--- config.mk ---
export PLATFORM = sky130hd
export DESIGN_NAME = mem_arbiter
export DESIGN_NICKNAME = d
export VERILOG_FILES = /design/src/rtl/mem_arb_pkg.sv /design/src/rtl/mem_arbiter_rr_arb2.sv /design/src/rtl/mem_arbiter.sv
export SDC_FILE = /design/constraint.sdc
export NUM_CORES = 1
export LEC_CHECK = 0
export ABC_AREA = 1
export BUFFER_PORTS_ARGS = -buffer_cell sky130_fd_sc_hd__buf_2
export CORE_AREA = 2 2 339 341
export DETAILED_ROUTE_END_ITERATION = 8
export DIE_AREA = 0 0 341 343
export GPL_TIMING_DRIVEN = 0
export SYNTH_ARGS = -nofsm -noshare
export SYNTH_HDL_FRONTEND = slang
export SYNTH_HIERARCHICAL = 1
export SYNTH_SLANG_ARGS = --single-unit
export TNS_END_PERCENT = 10
--- constraint.sdc ---
create_clock -name clk -period 1.5 [get_ports clk]
set_input_delay 0.3 -clock clk [delete_from_list [all_inputs] [get_ports clk]]
set_output_delay 0.3 -clock clk [all_outputs]
set_load 0.005 [all_outputs]
--- src/rtl/mem_arb_pkg.sv ---
// Shared definitions for the two-cache main-memory arbiter: FSM encoding,
// requester identifiers and the default line/address widths.
package mem_arb_pkg;

  localparam int ADDR_W = 32;
  localparam int LINE_W = 128;

  typedef enum logic [1:0] {
    IDLE = 2'd0,
    BUSY = 2'd1,
    RESP = 2'd2
  } state_t;

  localparam logic REQ_ICACHE = 1'b0;
  localparam logic REQ_DCACHE = 1'b1;

endpackage

--- src/rtl/mem_arbiter_rr_arb2.sv ---
// Two-way round-robin picker: a lone request wins outright, a tie goes to
// whichever requester was not granted last.
module rr_arb2 (
  input  logic [1:0] req,
  input  logic       last_grant,
  output logic       gnt_valid,
  output logic       gnt_id
);

  always_comb begin
    gnt_valid = |req;
    gnt_id    = 1'b0;
    unique case (req)
      2'b01:   gnt_id = 1'b0;
      2'b10:   gnt_id = 1'b1;
      2'b11:   gnt_id = ~last_grant;
      default: gnt_id = 1'b0;
    endcase
  end

endmodule

--- src/rtl/mem_arbiter.sv ---
// Shares one main-memory port between the icache and the dcache; the grant is
// held for a whole line transaction and a watchdog frees a silent memory.
module mem_arbiter
  import mem_arb_pkg::state_t, mem_arb_pkg::IDLE, mem_arb_pkg::BUSY, mem_arb_pkg::RESP,
         mem_arb_pkg::REQ_ICACHE, mem_arb_pkg::REQ_DCACHE;
#(
  parameter int ADDR_W   = mem_arb_pkg::ADDR_W,
  parameter int LINE_W   = mem_arb_pkg::LINE_W,
  parameter int TIMEOUT  = 1024,
  parameter int TO_CNT_W = 16
) (
  input  logic              clk,
  input  logic              r,

  input  logic              icache2arb_valid,
  input  logic              icache2arb_rw,
  input  logic [ADDR_W-1:0] icache2arb_addr,
  input  logic [LINE_W-1:0] icache2arb_data,
  output logic [LINE_W-1:0] arb2icache_data,
  output logic              arb2icache_ready,

  input  logic              dcache2arb_valid,
  input  logic              dcache2arb_rw,
  input  logic [ADDR_W-1:0] dcache2arb_addr,
  input  logic [LINE_W-1:0] dcache2arb_data,
  output logic [LINE_W-1:0] arb2dcache_data,
  output logic              arb2dcache_ready,

  output logic              arb2mem_valid,
  output logic              arb2mem_rw,
  output logic [ADDR_W-1:0] arb2mem_addr,
  output logic [LINE_W-1:0] arb2mem_data,
  input  logic [LINE_W-1:0] mem2arb_data,
  input  logic              mem2arb_ready,

  output logic              arb_busy,
  output logic              arb_owner,
  output logic              arb_timeout_err
);

  localparam logic [TO_CNT_W-1:0] TO_LAST = TO_CNT_W'(TIMEOUT - 1);

  state_t              state, state_next;
  logic                last_grant, last_grant_d;
  logic [TO_CNT_W-1:0] to_cnt, to_cnt_d;
  logic [LINE_W-1:0]   resp_data, resp_data_d;

  logic                owner_d, busy_d, err_d;
  logic                mem_valid_d, mem_rw_d;
  logic [ADDR_W-1:0]   mem_addr_d;
  logic [LINE_W-1:0]   mem_data_d;
  logic                icache_ready_d, dcache_ready_d;

  logic                gnt_valid, gnt_id;
  logic                to_expire;

  rr_arb2 u_rr (
    .req        ({dcache2arb_valid, icache2arb_valid}),
    .last_grant (last_grant),
    .gnt_valid  (gnt_valid),
    .gnt_id     (gnt_id)
  );

  assign to_expire = (TIMEOUT != 0) && (to_cnt == TO_LAST);

  // Every output comes straight from a flop; the two comb blocks below only
  // compute the values loaded at the next edge.
  // NOTE: sequential state uses <= so every flop samples pre-edge values;
  // a blocking = here would let later lines see already-updated state.
  always_ff @(posedge clk) begin
    if (r) begin
      state            <= IDLE;
      last_grant       <= REQ_DCACHE;
      to_cnt           <= '0;
      // NOTE: the wide line registers are reset too, because the outputs
      // they drive must read as zero while the arbiter is held in reset.
      resp_data        <= '0;
      arb2mem_valid    <= 1'b0;
      arb2mem_rw       <= 1'b0;
      arb2mem_addr     <= '0;
      arb2mem_data     <= '0;
      arb2icache_ready <= 1'b0;
      arb2dcache_ready <= 1'b0;
      arb_busy         <= 1'b0;
      arb_owner        <= 1'b0;
      arb_timeout_err  <= 1'b0;
    end else begin
      state            <= state_next;
      last_grant       <= last_grant_d;
      to_cnt           <= to_cnt_d;
      resp_data        <= resp_data_d;
      arb2mem_valid    <= mem_valid_d;
      arb2mem_rw       <= mem_rw_d;
      arb2mem_addr     <= mem_addr_d;
      arb2mem_data     <= mem_data_d;
      arb2icache_ready <= icache_ready_d;
      arb2dcache_ready <= dcache_ready_d;
      arb_busy         <= busy_d;
      arb_owner        <= owner_d;
      arb_timeout_err  <= err_d;
    end
  end

  always_comb begin
    state_next = state;
    unique case (state)
      IDLE:    if (gnt_valid) state_next = BUSY;
      BUSY:    if (mem2arb_ready || to_expire) state_next = RESP;
      RESP:    state_next = IDLE;
      default: state_next = IDLE;
    endcase
  end

  // NOTE: every signal gets its hold/idle value before the case so no path
  // leaves it unassigned, which would otherwise infer a latch.
  always_comb begin
    last_grant_d   = last_grant;
    to_cnt_d       = to_cnt;
    resp_data_d    = resp_data;
    owner_d        = arb_owner;
    err_d          = arb_timeout_err;
    mem_valid_d    = arb2mem_valid;
    mem_rw_d       = arb2mem_rw;
    mem_addr_d     = arb2mem_addr;
    mem_data_d     = arb2mem_data;
    icache_ready_d = 1'b0;
    dcache_ready_d = 1'b0;

    unique case (state)
      IDLE: begin
        if (gnt_valid) begin
          owner_d      = gnt_id;
          last_grant_d = gnt_id;
          mem_valid_d  = 1'b1;
          mem_rw_d     = gnt_id ? dcache2arb_rw   : icache2arb_rw;
          mem_addr_d   = gnt_id ? dcache2arb_addr : icache2arb_addr;
          mem_data_d   = gnt_id ? dcache2arb_data : icache2arb_data;
          to_cnt_d     = '0;
        end
      end
      BUSY: begin
        // Memory completion wins over a watchdog expiry in the same cycle.
        if (mem2arb_ready || to_expire) begin
          resp_data_d    = mem2arb_ready ? mem2arb_data : '0;
          err_d          = arb_timeout_err | ~mem2arb_ready;
          mem_valid_d    = 1'b0;
          icache_ready_d = (arb_owner == REQ_ICACHE);
          dcache_ready_d = (arb_owner == REQ_DCACHE);
        end else begin
          to_cnt_d = to_cnt + TO_CNT_W'(1);
        end
      end
      default: ;
    endcase
  end

  assign busy_d = (state_next != IDLE);

  // Both caches see the same response bus; only the owner's ready qualifies it.
  assign arb2icache_data = resp_data;
  assign arb2dcache_data = resp_data;

endmodule
==> impl_metrics.toml, run 1 <==
[logic_synthesis]
synth.lib_cells_used.distinct = 29
ys_ff_latch = 314
synth_top_family_by_area = "compound AO/OA/AOI/OAI gates"
synth-compound-area-share = 0.240
post_synthesis_area_per_instance_sq_um = 7.45
proportion_of_synthesized_area_in_mux_cells = 0
post_synth_inst_count = 1963
basic_gate_share_of_the_synthesized_area_counting_and_or_nand_and_nor_cells = 0.170
yosys_warnings = 6
seq_area_frac_synth = 0.430
mappedNetlistArea_sq_um = 14600
post_synth_fa_ha_maj_area_fraction = 0.000856
postSynthNetCount = 2419
synthXorXnorAreaFrac = 0

[finish]
final_cell_mix = "buf_2 (833), a21oi_1 (338), dlygate4sd3_1 (271)"
nets = 3639
final_common_cell = "buf_2"
layout-drive-gt1-share = 0.509
stdcell_count = 4741
layout.cell_area.non_filler_sq_um = 27400
flow.area_growth_from_synthesis_pct = 87.6

[sta]
finalMaxSlewViolations = 0
final_hold_viol_count = 0
grt_setup_unrepaired = "yes"
setup_violations = 208
slew_at_the_pin_closest_to_its_max_slew_limit_ps = 913
fmax_mhz = 580
min_period_over_period = 1.15
final_critical_path_setup_slack_ps = -225
timing.final.crit_period_ps = 1720
slew-limit-headroom = 0.391
final.setup_skew_ps = 22.6

[setup_path]
cp-end-kind = "flip-flop"
reg2reg_from = "to_cnt[0]"
arrival_ps = 2150
crit_path_start = "to_cnt[0]"
worst-path-max-fanout = 6
required_ps = 1920
worst_setup_path_start_kind = "flip-flop"
worst-setup-path-type = "reg2reg"

[run]
max_cap_violations = 0

[global_routing]
grt.overflow.total = 0
grt_use_total = 0.161
first_global_vias = 17600
first_pass_grt_wire_length_um = 134000
grt_antenna_before_repair = 42
grt_max_degree = 13

[placement]
detailed_place.area_sq_um = 20900
finalWeightedCongestion = 0.951
placed_cells_incl_taps = 4351
io_buffers = 876
dp_hpwl_um = 81700
post-place-ws_ps = -1540

[cts]
clock_input_transition_at_the_sequential_cells_of_the_worst_setup_and_hold_paths_ps = 60
htree_levels = 2
cts_made_buffers = 43
clock_tree_from_tritoncts = "done"
clk_root_buffer_cell = "clkbuf_16"
clk_path_buf_depth = 3
clk_latency_ps = 590
clock_sink_total = 314

[die]
floorplan.io_pins = 878
initial_utilization = 0.129
die_ht_um = 343
die_w_um = 341
fp.coreArea_sq_um = 113000
die_area_sq_um = 117000
count_of_standard_cell_rows = 124

[route]
drt_pass1_iterations = 5
via_count = 18500
drt-total-wl_um = 100000
initial_drt_markers = 976
ant_nets = 0
viasPerCell = 3.90
route.detailed.drc = 0
routed_wire_length_per_instance_um = 21.2

[pwr]
leakage_uw = 0.0129
power_per_cell_area_nw_per_um2 = 980
max-vdd-ir-drop_mv = 0.780

[worst_hold_path]
worst_min_delay_path_class = "in2reg"
min-delay-start = "dcache2arb_addr[20]"

[outcome]
outcome = "complete, but fails checks"
failed_checks = "setup timing"
-- routing by layer --
| metal | vias up | GRT usage | wire [um] |
|---|---|---|---|
| met5 | - | 0.00601 | 153 |
| met4 | 10 | 0.0633 | 4170 |
| met3 | 188 | 0.0346 | 7110 |
| met2 | 880 | 0.268 | 47100 |
| met1 | 8730 | 0.203 | 42000 |
| li1 | 8689 | - | - |
-- sequential cells by signal (all words and copies together) (netlist names) --
name              cells
arb2mem_valid         1
arb_busy              1
arb2dcache_ready      1
arb2mem_data        128
arb2mem_addr         32
arb2dcache_data     128
arb2mem_rw            1
to_cnt               16
state                 2
arb_owner             1
last_grant            1
arb_timeout_err       1
arb2icache_ready      1
-- worst max-delay path: stages, from the launching register on --
cell	delay [ps]
dfxtp_4	360
ha_4	150
nand2_2	60
inv_2	90
nand2_4	70
nor2_4	110
nand2_2	80
nand2_4	90
nand2_8	90
buf_12	160
clkbuf_16	180
nand2_2	60
a21oi_2	40
-- cell usage after synthesis --
master / n / area share
nand2_1: 218 / 0.056
clkinv_1: 1 / 0.00026
nor3b_1: 1 / 0.00051
nand3b_1: 1 / 0.00051
nor2_4: 1 / 0.00077
nor2_1: 201 / 0.052
a22oi_1: 1 / 0.00051
nor2_8: 1 / 0.0014
or2_1: 1 / 0.00043
nand4_1: 4 / 0.0017
a21oi_2: 90 / 0.054
nand3_1: 25 / 0.0086
buf_1: 4 / 0.0010
clkbuf_2: 6 / 0.0021
buf_4: 130 / 0.067
nand3_2: 2 / 0.0014
inv_2: 5 / 0.0013
inv_1: 180 / 0.046
o21ai_0: 164 / 0.056
o21bai_1: 3 / 0.0015
nor2_2: 1 / 0.00043
ha_1: 1 / 0.00086
a21oi_1: 373 / 0.13
nand2_2: 107 / 0.046
buf_2: 37 / 0.013
clkbuf_1: 75 / 0.019
dfxtp_1: 314 / 0.43
buf_6: 13 / 0.010
nor3_1: 3 / 0.0010
-- repair_timing --
action | 4_1_cts | 5_1_grt
setup endpoints to repair | 512 | 478
gates resized for setup | 451 | 213
gates cloned | 4 | 4
hold buffers | 271 | 0
buffers inserted | 14 | 8
pin swaps | 3 | 56
hold endpoints to repair | 271 | 0
-- cells by family after synthesis --
family / count (synthesis)
AO/OA/AOI/OAI: 631
AND/OR/NAND/NOR: 566
buffers and inverters: 451
flip-flops: 314
adder cells (fa/ha/maj): 1
-- report_power, final --
part | total, uW | internal (uW) | switching (uW) | leakage, uW
clock | 10700 | 6380 | 4350 | 0.000702
sequential | 9650 | 9030 | 618 | 0.00266
combinational | 6510 | 3100 | 3420 | 0.00954
total | 26900 | 18500 | 8390 | 0.0129
-- layout make-up --
class	instances	area, sq um
clock inverters	21	243
clock buffers	56	1200
plain buffers	263	2620
repair buffers	1177	7760
flip-flops and latches	314	6610
inverters	186	712
diodes	14	35.0
multi-input cells	1198	6370
well taps	1512	1890
fillers	12300	86000
-- worst paths after layout --
| path | cells past startpoint | end | slack (ps) |
|---|---|---|---|
| setup / recovery | 12 | arb2dcache_data[94] | -220 |
| hold / removal | 3 | arb2mem_addr[20] | 30 |
| setup reg to reg | 12 | arb2dcache_data[94] | -220 |
| hold reg to reg | 2 | arb2dcache_data[59] | 460 |
-- metrics by stage --
stage	utilization	power, uW	TNS, ps	hold WS [ps]
finish	0.242	26900	-26320	31.0
global placement	0.185	14800	-260490	447
floorplan	-	11900	-2750	414
CTS	0.236	26900	-42660	0.598
global route	0.242	28000	-45320	13.1
detailed placement	0.185	14800	-270100	454
Power figures use the tool's default switching activity.
==> run 2: changes to the inputs <==
Clock period 1.5 ns to 2.1 ns, I/O delays scaled along.
==> run 2 against run 1 <==
Flip-flop and latch count unchanged. Worst hold slack improved by 60 ps. Global-route usage decreased by 1.3 points. Critical path type is now in2reg. Total power decreased by 36%. Cell area decreased by 19%. Sequential power decreased by 29%. Combinational power decreased by 45%. Clock skew about the same. Highest routed layer unchanged. Non-clock buffer count decreased by 299. Critical path depth decreased by 8. Register-to-register slack improved by 300 ps. The run now ends clean.
==> impl_metrics.toml, run 2 (synthesis gave the netlist of run 1 again) <==
[placement]
finalWeightedCongestion = 0.939
detailed_place.area_sq_um = 20900
post-place-ws_ps = -1120
dp_hpwl_um = 77700
placed_cells_incl_taps = 4351
io_buffers = 876

[route]
via_count = 16900
drt_pass1_iterations = 5
initial_drt_markers = 854
route.detailed.drc = 0
drt-total-wl_um = 91500
routed_wire_length_per_instance_um = 20.6
viasPerCell = 3.81
ant_nets = 0

[cts]
clock_tree_from_tritoncts = "done"
clock_sink_total = 314
clk_root_buffer_cell = "clkbuf_16"
cts_made_buffers = 39
htree_levels = 2
post_cts.repair.setup_buffers = 0
clk_latency_ps = 590
cts_hold_repair_buffers = 0
clock_input_transition_at_the_sequential_cells_of_the_worst_setup_and_hold_paths_ps = 60
clk_path_buf_depth = 3

[die]
die_w_um = 341
initial_utilization = 0.129
die_area_sq_um = 117000
count_of_standard_cell_rows = 124
floorplan.io_pins = 878
die_ht_um = 343
fp.coreArea_sq_um = 113000

[global_routing]
grt_antenna_before_repair = 50
global_route.peak_usage_layer = "met2"
first_pass_grt_wire_length_um = 122000
gr-usage-met1 = 0.187
grt.overflow.total = 0
first_global_vias = 16000
grt_max_degree = 14
global_route.usage.met3 = 0.0314
m2_gr_usage = 0.244
grt_use_total = 0.148

[finish]
final_common_cell = "buf_2"
fillCellCount = 13000
layout.cell_area.non_filler_sq_um = 22300
final_cell_mix = "buf_2 (911), a21oi_1 (373), dfxtp_1 (313)"
layout-drive-gt1-share = 0.466
nets = 3336
flow.area_growth_from_synthesis_pct = 52.5
stdcell_count = 4435

[worst_hold_path]
worst_min_delay_path_class = "in2reg"

[sta]
final_critical_path_setup_slack_ps = 73.6
slew-limit-headroom = 0.256
min_period_over_period = 0.965
slew_at_the_pin_closest_to_its_max_slew_limit_ps = 1120
grt_setup_unrepaired = "yes"
finalMaxSlewViolations = 0
final_hold_viol_count = 0
setup_total_negative_slack_ps = 0
timing.final.crit_period_ps = 2030
finalHoldWorstSlack_ps = 90.7
fmax_mhz = 493
final.setup_skew_ps = 22.8
setup_violations = 0

[pwr]
swShare = 0.312
power_frac_seq = 0.396
leakage_uw = 0.0110
max-vdd-ir-drop_mv = 0.463
p_sw_uw = 5410
power_frac_comb = 0.205
power.share.clock = 0.400
internal_power_of_the_cells_uw = 11900
power_per_cell_area_nw_per_um2 = 777

[run]
max_cap_violations = 0

[setup_path]
worst-setup-path-type = "in2reg"
cp-end-kind = "flip-flop"
required_ps = 2520
r2r_slack_ps = 80
arrival_ps = 2440
worst-path-max-fanout = 10
worst_setup_path_start_kind = "input pin"

[outcome]
outcome = "complete, no violations"
-- run 2: power groups by stage --
stage          clock network, uW  registers (uW)  logic [uW]
2_1_floorplan                  0            6910        1570
3_3_place_gp                   0            6960        3520
3_5_place_dp                   0            6970        3530
4_1_cts                     7130            6850        3560
5_1_grt                     7340            6900        3880
6_report                    6930            6860        3550
-- run 2: stage by stage --
step / total power [uW] / util
after detailed placement: 10500 / 0.184
after floorplan: 8480 / -
after CTS: 17500 / 0.196
after global routing: 18100 / 0.196
after global placement: 10500 / 0.184
final: 17300 / 0.197
-- run 2: path summary, 6_finish.rpt --
kind                                       start                   to  cells after the start
worst max-delay path                           r  arb2dcache_data[56]                      4
worst min-delay path            mem2arb_data[36]  arb2dcache_data[36]                      3
worst max register to register        last_grant     arb2mem_data[99]                      6
worst min register to register     arb2mem_valid        arb2mem_valid                      2
-- run 2: what timing repair did --
item                                   in CTS  in global routing
resized for setup                          29                 17
setup endpoints to repair                 241                228
endpoints found under the hold margin       0                  0
-- run 2: cell type report --
class / instances / area, sq um / share of cell area
flip-flops and latches: 314 / 6290 / 0.282
multi-input cells: 1198 / 6010 / 0.270
repair buffers: 876 / 4380 / 0.197
well taps: 1512 / 1890 / 0.0849
plain buffers: 265 / 1700 / 0.0760
clock buffers: 54 / 1130 / 0.0509
inverters: 186 / 702 / 0.0315
clock inverters: 16 / 150 / 0.00673
diodes: 14 / 35.0 / 0.00157
-- run 2: worst max-delay path: stages --
cell      delay, ps
buf_2           380
clkbuf_1        870
clkbuf_1        640
a21oi_1          80
-- run 2: per-layer routing --
layer  part of all wire  vias to the layer above
met2               0.46                      781
met3              0.069                      169
met1               0.42                     7874
li1                   -                     8069
met5            0.00073                        -
met4              0.044                        8
